===== src/rtl/cpu_pkg.sv =====
`default_nettype none
// ============================================================================
// Module      : cpu_pkg
// Description : Shared fetch-stage types and constants (state enum, NOP word,
//               word size, word-alignment helper).
// Revision    : 1.0 - initial release
// ============================================================================
package cpu_pkg;

    typedef enum logic [1:0] {
        IDLE  = 2'd0,
        FETCH = 2'd1,
        HOLD  = 2'd2,
        ERR   = 2'd3
    } fetch_state_t;

    localparam logic [31:0] NOP_INSTR  = 32'h0000_0000;
    localparam logic [31:0] WORD_BYTES = 32'd4;

    function automatic logic [31:0] word_align(input logic [31:0] addr);
        return addr & ~(WORD_BYTES - 32'd1);
    endfunction

endpackage
`default_nettype wire


===== src/rtl/fetch_skid_buf.sv =====
`default_nettype none
// ============================================================================
// Module      : fetch_skid_buf
// Description : One-entry instruction+PC holding buffer for a stalled fetch.
// Revision    : 1.0 - initial release
// ============================================================================
module fetch_skid_buf
    import cpu_pkg::*;
(
    input  logic        CLK,
    input  logic        RST_N,
    input  logic        load,
    input  logic        clear,
    input  logic [31:0] load_data,
    input  logic [31:0] load_pc,
    output logic        valid,
    output logic [31:0] held_data,
    output logic [31:0] held_pc
);

    logic        r_valid;
    logic [31:0] r_data;
    logic [31:0] r_pc;

    // Clear wins so a redirect always empties the entry.
    always_ff @(posedge CLK or negedge RST_N) begin
        if (!RST_N) begin
            r_valid <= 1'b0;
            r_data  <= NOP_INSTR;
            r_pc    <= 32'h0;
        end else if (clear) begin
            r_valid <= 1'b0;
        end else if (load) begin
            r_valid <= 1'b1;
            r_data  <= load_data;
            r_pc    <= load_pc;
        end
    end

    assign valid     = r_valid;
    assign held_data = r_data;
    assign held_pc   = r_pc;

endmodule
`default_nettype wire


===== src/rtl/if_fetch_unit.sv =====
`default_nettype none
// ============================================================================
// Module      : if_fetch_unit
// Description : Instruction-fetch stage: owns the PC, fetches over a ready
//               handshake, delivers IR/IR_VALID/IR_PC to decode and PC+4.
//               Optional macro FETCH_TIMEOUT_EN adds a sticky fetch timeout.
// Revision    : 1.0 - initial release
// ============================================================================
module if_fetch_unit
    import cpu_pkg::*;
#(
    parameter logic [31:0] RESET_PC = 32'h0000_0000,
    parameter int unsigned MAX_WAIT = 15,
    parameter int unsigned CNT_W    = 4
) (
    input  logic        CLK,
    input  logic        RST_N,
    input  logic        STALL,
    input  logic        BR_TAKEN,
    input  logic [31:0] BR_TARGET,
    input  logic        IM_RDY,
    input  logic [31:0] IM_DATA,
    output logic        IM_REQ,
    output logic [31:0] IM_ADDR,
    output logic [31:0] IR,
    output logic        IR_VALID,
    output logic [31:0] IR_PC,
    output logic [31:0] PC_NEXT,
    output logic        FETCH_ERR
);

    fetch_state_t r_state;
    logic [31:0]  r_pc;
    logic [31:0]  r_ir;
    logic         r_ir_valid;
    logic [31:0]  r_ir_pc;
    logic         r_im_req;
    logic         r_fetch_err;

    logic [31:0]  w_pc_next;
    logic [31:0]  w_br_pc;
    logic         w_redirect;
    logic         w_skid_load;
    logic         w_skid_clear;
    logic         w_skid_valid;
    logic [31:0]  w_skid_data;
    logic [31:0]  w_skid_pc;
    logic         w_timeout;

    assign w_pc_next    = r_pc + WORD_BYTES;
    assign w_br_pc      = word_align(BR_TARGET);
    assign w_redirect   = BR_TAKEN && ((r_state == FETCH) || (r_state == HOLD));
    assign w_skid_load  = (r_state == FETCH) && !BR_TAKEN && IM_RDY && STALL;
    assign w_skid_clear = w_redirect || ((r_state == HOLD) && !STALL);

    fetch_skid_buf u_skid (
        .CLK       (CLK),
        .RST_N     (RST_N),
        .load      (w_skid_load),
        .clear     (w_skid_clear),
        .load_data (IM_DATA),
        .load_pc   (r_pc),
        .valid     (w_skid_valid),
        .held_data (w_skid_data),
        .held_pc   (w_skid_pc)
    );

`ifdef FETCH_TIMEOUT_EN
    logic [CNT_W-1:0] r_wait_cnt;
    logic [CNT_W-1:0] w_wait_inc;
    logic             w_waiting;

    assign w_waiting  = (r_state == FETCH) && !BR_TAKEN && !IM_RDY;
    assign w_wait_inc = r_wait_cnt + CNT_W'(1);
    assign w_timeout  = w_waiting && (w_wait_inc == CNT_W'(MAX_WAIT));

    // Counts consecutive unanswered request cycles; any other cycle restarts it.
    always_ff @(posedge CLK or negedge RST_N) begin
        if (!RST_N) begin
            r_wait_cnt <= '0;
        end else begin
            r_wait_cnt <= w_waiting ? w_wait_inc : '0;
        end
    end
`else
    logic [CNT_W-1:0] w_unused_wait;
    assign w_unused_wait = CNT_W'(MAX_WAIT);
    assign w_timeout     = 1'b0;
`endif

    always_ff @(posedge CLK or negedge RST_N) begin
        if (!RST_N) begin
            r_state     <= IDLE;
            r_pc        <= word_align(RESET_PC);
            r_ir        <= NOP_INSTR;
            r_ir_valid  <= 1'b0;
            r_ir_pc     <= 32'h0;
            r_im_req    <= 1'b0;
            r_fetch_err <= 1'b0;
        end else begin
            case (r_state)
                IDLE: begin
                    r_state  <= FETCH;
                    r_im_req <= 1'b1;
                end
                FETCH: begin
                    if (BR_TAKEN) begin
                        r_pc       <= w_br_pc;
                        r_ir_valid <= 1'b0;
                    end else if (IM_RDY) begin
                        r_pc <= w_pc_next;
                        if (STALL) begin
                            r_state  <= HOLD;
                            r_im_req <= 1'b0;
                        end else begin
                            r_ir       <= IM_DATA;
                            r_ir_pc    <= r_pc;
                            r_ir_valid <= 1'b1;
                        end
                    end else if (w_timeout) begin
                        r_state     <= ERR;
                        r_im_req    <= 1'b0;
                        r_ir_valid  <= 1'b0;
                        r_fetch_err <= 1'b1;
                    end else if (!STALL) begin
                        r_ir_valid <= 1'b0;
                    end
                end
                HOLD: begin
                    if (BR_TAKEN) begin
                        r_pc       <= w_br_pc;
                        r_ir_valid <= 1'b0;
                        r_state    <= FETCH;
                        r_im_req   <= 1'b1;
                    end else if (!STALL && w_skid_valid) begin
                        r_ir       <= w_skid_data;
                        r_ir_pc    <= w_skid_pc;
                        r_ir_valid <= 1'b1;
                        r_state    <= FETCH;
                        r_im_req   <= 1'b1;
                    end
                end
                ERR: begin
                    r_im_req    <= 1'b0;
                    r_ir_valid  <= 1'b0;
                    r_fetch_err <= 1'b1;
                end
                default: begin
                    r_state  <= IDLE;
                    r_im_req <= 1'b0;
                end
            endcase
        end
    end

    assign IM_REQ    = r_im_req;
    assign IM_ADDR   = r_pc;
    assign IR        = r_ir;
    assign IR_VALID  = r_ir_valid;
    assign IR_PC     = r_ir_pc;
    assign PC_NEXT   = w_pc_next;
    assign FETCH_ERR = r_fetch_err;

endmodule
`default_nettype wire


===== config.mk =====
export PLATFORM = sky130hd
export DESIGN_NAME = if_fetch_unit
export DESIGN_NICKNAME = d
export VERILOG_FILES = /design/src/rtl/cpu_pkg.sv /design/src/rtl/fetch_skid_buf.sv /design/src/rtl/if_fetch_unit.sv
export SDC_FILE = /design/constraint.sdc
export NUM_CORES = 1
export LEC_CHECK = 0
export ABC_CLOCK_PERIOD_IN_PS = 2000
export CAP_MARGIN = 20
export CORE_AREA = 3 3 137 139
export CTS_BUF_LIST = sky130_fd_sc_hd__clkbuf_4 sky130_fd_sc_hd__clkbuf_8
export CTS_CLUSTER_SIZE = 16
export DETAILED_ROUTE_END_ITERATION = 10
export DIE_AREA = 0 0 140 142
export PLACE_DENSITY = 0.84
export SLEW_MARGIN = 30
export SYNTH_ARGS = -nofsm -noshare
export SYNTH_HDL_FRONTEND = slang
export SYNTH_SLANG_ARGS = --single-unit

===== constraint.sdc =====
create_clock -name CLK -period 2 [get_ports CLK]
set_clock_uncertainty 0.05 [all_clocks]
set_input_delay 0.3 -clock CLK [delete_from_list [all_inputs] [get_ports CLK]]
set_output_delay 0.3 -clock CLK [all_outputs]
set_load 0.005 [all_outputs]

==> results of run 1 <==
per-stage QoR:
stage	hold WS [ps]	setup WS (ps)	TNS, ps
after CTS	214	-465	-8620
final	246	-533	-10430
after floorplan	-45.6	4.67	0
after global placement	179	-358	-9510
after detailed placement	180	-394	-11900
after global routing	248	-632	-12870
cell type report:
| class | instances | area (um2) |
|---|---|---|
| Timing Repair Buffer | 355 | 3390 |
| Multi-Input combinational cell | 521 | 4210 |
| Fill cell | 1231 | 5450 |
| Clock inverter | 15 | 166 |
| Clock buffer | 17 | 234 |
| Antenna cell | 2 | 5.00 |
| Inverter | 8 | 30.0 |
| Sequential cell | 160 | 4010 |
| Tap cell | 229 | 287 |
per-layer routing:
metal | GRT usage | routed length (um)
met5 | 0 | 12
met2 | 0.421 | 13300
met4 | 0.116 | 1320
met1 | 0.311 | 10700
met3 | 0.0608 | 2010
power by group through the flow:
stage / Clock [W] / Combinational [W] / Sequential (W)
2_1_floorplan: 0 / 0.000184 / 0.00334
3_3_place_gp: 0 / 0.000628 / 0.00333
3_5_place_dp: 0 / 0.000638 / 0.00333
4_1_cts: 0.00243 / 0.000702 / 0.00327
5_1_grt: 0.00261 / 0.000804 / 0.00328
6_report: 0.00242 / 0.000755 / 0.00328
synthesized netlist by cell type, types with 2 or more instances:
library cell,instances
a2bb2oi_1,6
o311ai_0,4
xnor2_1,21
or2_2,4
a32oi_1,10
dfrtp_1,160
nor3b_1,2
o21ai_0,80
a32o_1,4
nand2b_1,5
o22ai_1,6
a211o_1,3
nor3_1,8
a21oi_1,16
buf_2,25
and3_1,5
mux2_2,58
buf_6,2
buf_1,3
or3_1,11
and4_1,7
xor2_1,5
nand2_1,98
ha_1,6
nand4_1,10
and2_1,2
clkbuf_1,42
nor4_1,3
mux2i_1,65
a21o_1,2
o211ai_1,12
nor2_1,13
buf_4,7
nand3b_1,2
nand3_1,18
a31oi_1,4
inv_1,8
final timing paths:
check	slack, ps	cells after the start	endpoint
setup reg to reg	-20	5	IM_ADDR[23]
hold reg to reg	430	1	FETCH_ERR
min in group CLK	380	3	IM_ADDR[3]
max in group asynchronous	950	3	IM_ADDR[26]
setup / recovery	-530	8	PC_NEXT[30]
hold / removal	250	2	IR[11]
cell families (layout without fill, tap and decap cells):
logic type,Yosys count,in the layout,synth area share
and+or+nand+nor,197,197,0.122
AOI/OAI and AO/OA,163,163,0.128
DFF,160,160,0.499
muxes,123,123,0.163
buffers and inverters,87,395,0.0498
xor gates and xnor gates,26,26,0.0284
adders and majority gates,6,6,0.00936
other,1,8,0.000468
timing repair:
| action | 4_1_cts | 5_1_grt |
|---|---|---|
| pin swaps | 47 | 31 |
| setup buffers | 29 | 22 |
| gates resized for setup | 205 | 70 |
| hold buffers | 1 | 0 |
| cloned | 0 | 1 |
| endpoints found under the setup margin | 38 | 126 |
| hold endpoints to repair | 35 | 0 |
sequential cells by signal, indices dropped and copies added (netlist names):
register	cells
FETCH_ERR	1
IM_ADDR	30
IM_REQ	1
IR	32
IR_PC	30
IR_VALID	1
r_state	2
u_skid.held_data	32
u_skid.held_pc	30
u_skid.valid	1
cells in the final DEF, fill, tap and decap left out, drive strengths merged, types with 7 or more instances in the layout:
cell	count
a32oi	10
nor2	13
nor3	9
nand2	99
mux2i	65
inv	15
xnor2	21
nand3	19
and4	7
or3	12
dfrtp	160
o211ai	12
buf	191
dlygate4sd2	7
dlymetal6s2s	11
clkbuf	19
nand4	11
mux2	58
a21oi	16
o21ai	80
clkdlybuf4s50	143
==> impl_results.md, run 1 <==
- Run status: finished, violations left
- Failing checks: setup timing
- Antenna violations before repair: 3
- Placed Instances: 1226
- Avg Cell Area, Syn: 10.5 um2
- First-pass GRT wire length: 39700 um
- Clock share of power: 0.375
- Post-DP HPWL: 16600 um
- Layout cell share with drive strength beyond 1: 0.340
- Worst Setup End Kind: output port
- Routability cong.: 0.919
- Worst-path cell chain: buf_4 -> nand4_1 -> nor3_2 -> buf_4 -> buf_6 -> and3_4 -> xor2_1 -> buf_2
- Share of power burned in registers: 0.508
- Ys async rst share: 1.00
- Ys flop type: dfrtp_1
- Combinational power share: 0.117
- Die Y-Extent: ~140 um
- Synth area leaders: dfrtp_1 (50%), mux2_2 (8.1%), mux2i_1 (8.1%), o21ai_0 (5.0%), nand2_1 (4.6%)
- CP max stage delay: roughly 410 ps
- Area Overhead vs Synth: 53.7%
- CTS tree: yes
- Instance area after placement: 11000 um2
- Largest net degree at the start of global routing: 53
- Crit Reg-Reg Startpoint: IM_ADDR[17]
- RSZ-0062 raised after global routing: yes
- Ys Warns: 0
- Clock slew seen by the registers of the worst setup and hold paths: about 100 ps
- CTS root buf: clkbuf_8
- CP startpoint: IM_ADDR[7]
- LEAKAGE: approximately 5.6 nW
- Final min period: 2530 ps
- Most area-hungry cell type in the Yosys netlist: dfrtp_1
- Tcrit/Tclk final: 1.27
- Tot Pwr: 0.00645 W
- Routed via count: 7520
- Sink Count: 160
- Fmax: roughly 390 MHz
- Cell variety after synth: 63
- Final Non-Filler Cells: 1307
- Sw frac: 0.290
- Mapped Area: 8020 um2
- Setup ws final: -533 ps
- Max-cap viol count: 0
- EDFF count, synth: 0
- WP buf/inv: 4
- Die X: 140 um
- Drt wl/cell: approximately 21 um
- PortBufs: 191
- H-tree depth: 4
- Nets: 1138
- Row count: a little under 50
- Worst skew pair latency: 480 ps
- CP required: 1650 ps
- DRC viols: 0
- Startpoint types: flip-flop
- Die footprint: 19900 um2
- Final setup violation count: 31
- Drt total wl: 27300 um
- Internal Power: 0.00458 W
- Peak supply drop: roughly 0.53 mV
- CTS Buf Count: 17
- Max clock buf depth: 2
- Slew Viols, Final: 0
- Hold Path Class: in2async
- Mapped Cells: about 760
- Max FO, Critical Path: 3
- Hold Violations, Final: 0
- PwrDens: 523 nW/um2
- GRT Overall Usage: 0.252
- Sw power: 0.00187 W
- Flops & latches, synth: 160
- Post-route cell area: around 12000 um2
- CP max stage cell: dfrtp_1
- Setup CP Type: reg2out
- IO Count: 200
- DRT Pass-1 Iters: 5
- Routed Antenna Nets: 0
- Yosys top cell area share: 0.499
- Worst path most repeated cell: buf_4
- Sequential area share after synthesis: 0.499
- Util after Layout: 0.693
- Detailed Route Iter0 Violations: 713
- Worst path top cell family by delay: simple AND/OR/NAND/NOR gates
- Vias in the first global route: 7432
- Overflow after GRT: 0
- DR vias/cell: 5.75
- CP Data Arrival Time: 2180 ps
- Core area: around 18000 um2
- Starting density of the core: 0.451
Power figures use the tool's default switching activity.
==> inputs of run 2 (changes only) <==
ABC_CLOCK_PERIOD_IN_PS = 3000   (was 2000)
CORE_AREA = 3 3 125 127   (was 3 3 137 139)
DIE_AREA = 0 0 128 130   (was 0 0 140 142)
PLACE_DENSITY = 0.94   (was 0.84)
clock period = 3 ns   (was 2 ns; I/O delays follow)
==> run 2 against run 1 <==
  * The flow now finishes without violations
  * Global-route usage is 1.9 points higher
  * Worst setup slack better by 580 ps
  * Sequential share of layout area is 4.2 points higher
  * Register-to-register slack better by 540 ps
  * Final cell count is 12% lower
  * Final area is 11% lower
  * First-iteration DRC count is 27% lower
  * Count of clock-buffer cells in the layout is 2 higher
  * Clock power is 21% lower
  * Worst hold slack better by 190 ps
  * Critical endpoint is now PC_NEXT[22]
  * Highest routed layer is now met4
==> impl_results.md, run 2 (same netlist as run 1, synthesis figures left out) <==
- Run status: finished clean
- CP Data Arrival Time: 2450 ps
- Max clock buf depth: 2
- Area of the multi-input gates: 3770 um2
- Routed via count: 6991
- Largest net degree at the start of global routing: 79
- Global-route track usage on met1: 0.329
- Worst-path cell chain: nand4_1 -> buf_4 -> nor3_2 -> buf_4 -> nand2_1 -> xnor2_1 -> clkdlybuf4s50_1
- PwrDens: 412 nW/um2
- Setup ws final: 50.7 ps
- Die footprint: 16600 um2
- Crit Reg-Reg Startpoint: r_state[0]
- IO Count: 200
- Final setup violation count: 0
- DR vias/cell: 6.06
- Pre-CTS setup slack: a little under 300 ps
- Final min period: 2950 ps
- Die Y-Extent: 130 um
- Hold Path Origin: FETCH_ERR
- Hold EP: FETCH_ERR
- CP required: 2500 ps
- Most common cell after layout, fill and taps aside: clkdlybuf4s50_1
- Worst path top cell family by delay: buffers and inverters
- Util after Layout: 0.753
- Hold path cells: 1
- R2R Path End: IM_ADDR[28]
- Worst skew pair latency: 450 ps
- Fillers: roughly 900
- Sink Count: 160
- Fmax: 339 MHz
- Drt wl/cell: 20.3 um
- Peak supply drop: 0.242 mV
- Area Overhead vs Synth: 36.5%
- Routed Antenna Nets: 0
- CTS tree: yes
- CTS Buf Count: 17
- Worst path most repeated cell: buf_4
- Overflow after GRT: 0
- Tcrit/Tclk final: 0.983
- Max-cap viol count: 0
- Register-to-Register Path Depth: 7
- CP max stage cell: clkdlybuf4s50_1
- Clock slew seen by the registers of the worst setup and hold paths: ~80 ps
- Global routing's busiest layer: met2
- RSZ-0062 raised after global routing: yes
- Reg area: 4020 um2
- H-tree depth: 4
- Starting density of the core: 0.552
- LEAKAGE: between 4 and 5 nW
- Slew Viols, Final: 0
- Layout cell share with drive strength beyond 1: 0.194
- Worst-margin pin slew: 910 ps
- Hold Violations, Final: 0
- Met3 usage: 0.0770
- CTS root buf: clkbuf_8
- Nets: about 1.0k
- Reg2reg setup slack: roughly 520 ps
- Die X: 128 um
- Row count: 44
- Hold Path Class: reg2reg
- Setup CP Type: reg2out
- DRT Pass-1 Iters: 7
- Routability cong.: 0.901
- M2 GR Usage: 0.465
- Slew headroom: 0.393
- Tot Pwr: ~0.0045 W
- Post-DP HPWL: 15500 um
- Detailed Route Iter0 Violations: 522
- Commonest cells after routing, fill and taps aside: clkdlybuf4s50_1 (185), dfrtp_1 (149), nand2_1 (97), o21ai_0 (80), mux2i_1 (65)
- CP startpoint: IM_ADDR[13]
- Antenna violations before repair: 0
- Vias in the first global route: 7038
- First-pass GRT wire length: 35700 um
- WP buf/inv: 3
- Drt total wl: 23400 um
- Worst Setup End Kind: output port
- GRT Overall Usage: 0.271
- Core area: 14500 um2
- DRC viols: 0
- Antenna Cells: 0
- Max FO, Critical Path: 10
- Setup TNS: 0 ps
- Startpoint types: flip-flop
- CP max stage delay: between 500 and 600 ps
- PortBufs: 191
-- run 2: cell count changes in the layout (fill, tap and decap cells not counted), sizes merged, moves of 3 or more --
cell           previous run  this run
dlymetal6s2s             11         3
bufinv                    0         6
dlygate4sd2               7         1
clkdlybuf4s50           143       185
inv                      15        10
buf                     191        58
clkinv                    6         3
-- run 2: layout make-up --
| type | instances | share of cell area |
|---|---|---|
| multi-input cells | 521 | 0.344 |
| clock buffers | 19 | 0.0233 |
| clock inverters | 12 | 0.0210 |
| inverters | 8 | 0.00274 |
| flip-flops and latches | 160 | 0.367 |
| repair buffers | 249 | 0.221 |
| well taps | 184 | 0.0210 |
-- run 2: per-stage QoR --
step	cells	area (um2)	hold WS (ps)
after floorplan	768	8040	104
after global placement	1104	10200	404
after detailed placement	1104	10200	420
after CTS	1142	10800	439
after global routing	1153	10900	457
final	1153	10900	433
-- run 2: how the worst max path moves through the flow --
stage / endpoint / slack [ps] / cells after the start
after floorplan: PC_NEXT[28] / 810 / 6
after CTS: PC_NEXT[28] / -60 / 5
after detailed placement: PC_NEXT[28] / 290 / 6
after global routing: PC_NEXT[22] / -10 / 7
final: PC_NEXT[22] / 50 / 7
after global placement: PC_NEXT[28] / 330 / 6
-- run 2: what timing repair did --
action                     in CTS  in global routing
gates cloned                    0                  0
buffers inserted                6                 11
hold buffers                    1                  0
hold endpoints to repair       66                  0
resized for setup              17                 21
pin swaps                       2                  8
setup endpoints to repair      18                 14
-- run 2: metal layers --
metal / wire length, um / vias up
li1: - / 3103
met1: 8880 / 3403
met2: 11600 / 399
met3: 2220 / 86
met4: 738 / 0
met5: 0 / -
-- run 2: power by group --
group | switching, W | internal (W) | leakage, nW | total [W]
logic | 0.000193 | 0.000203 | 2.36 | 0.000397
registers | 0.0000203 | 0.00217 | 2.13 | 0.00219
clock network | 0.000811 | 0.00111 | 0.242 | 0.00192
total | 0.00102 | 0.00348 | 4.73 | 0.00451
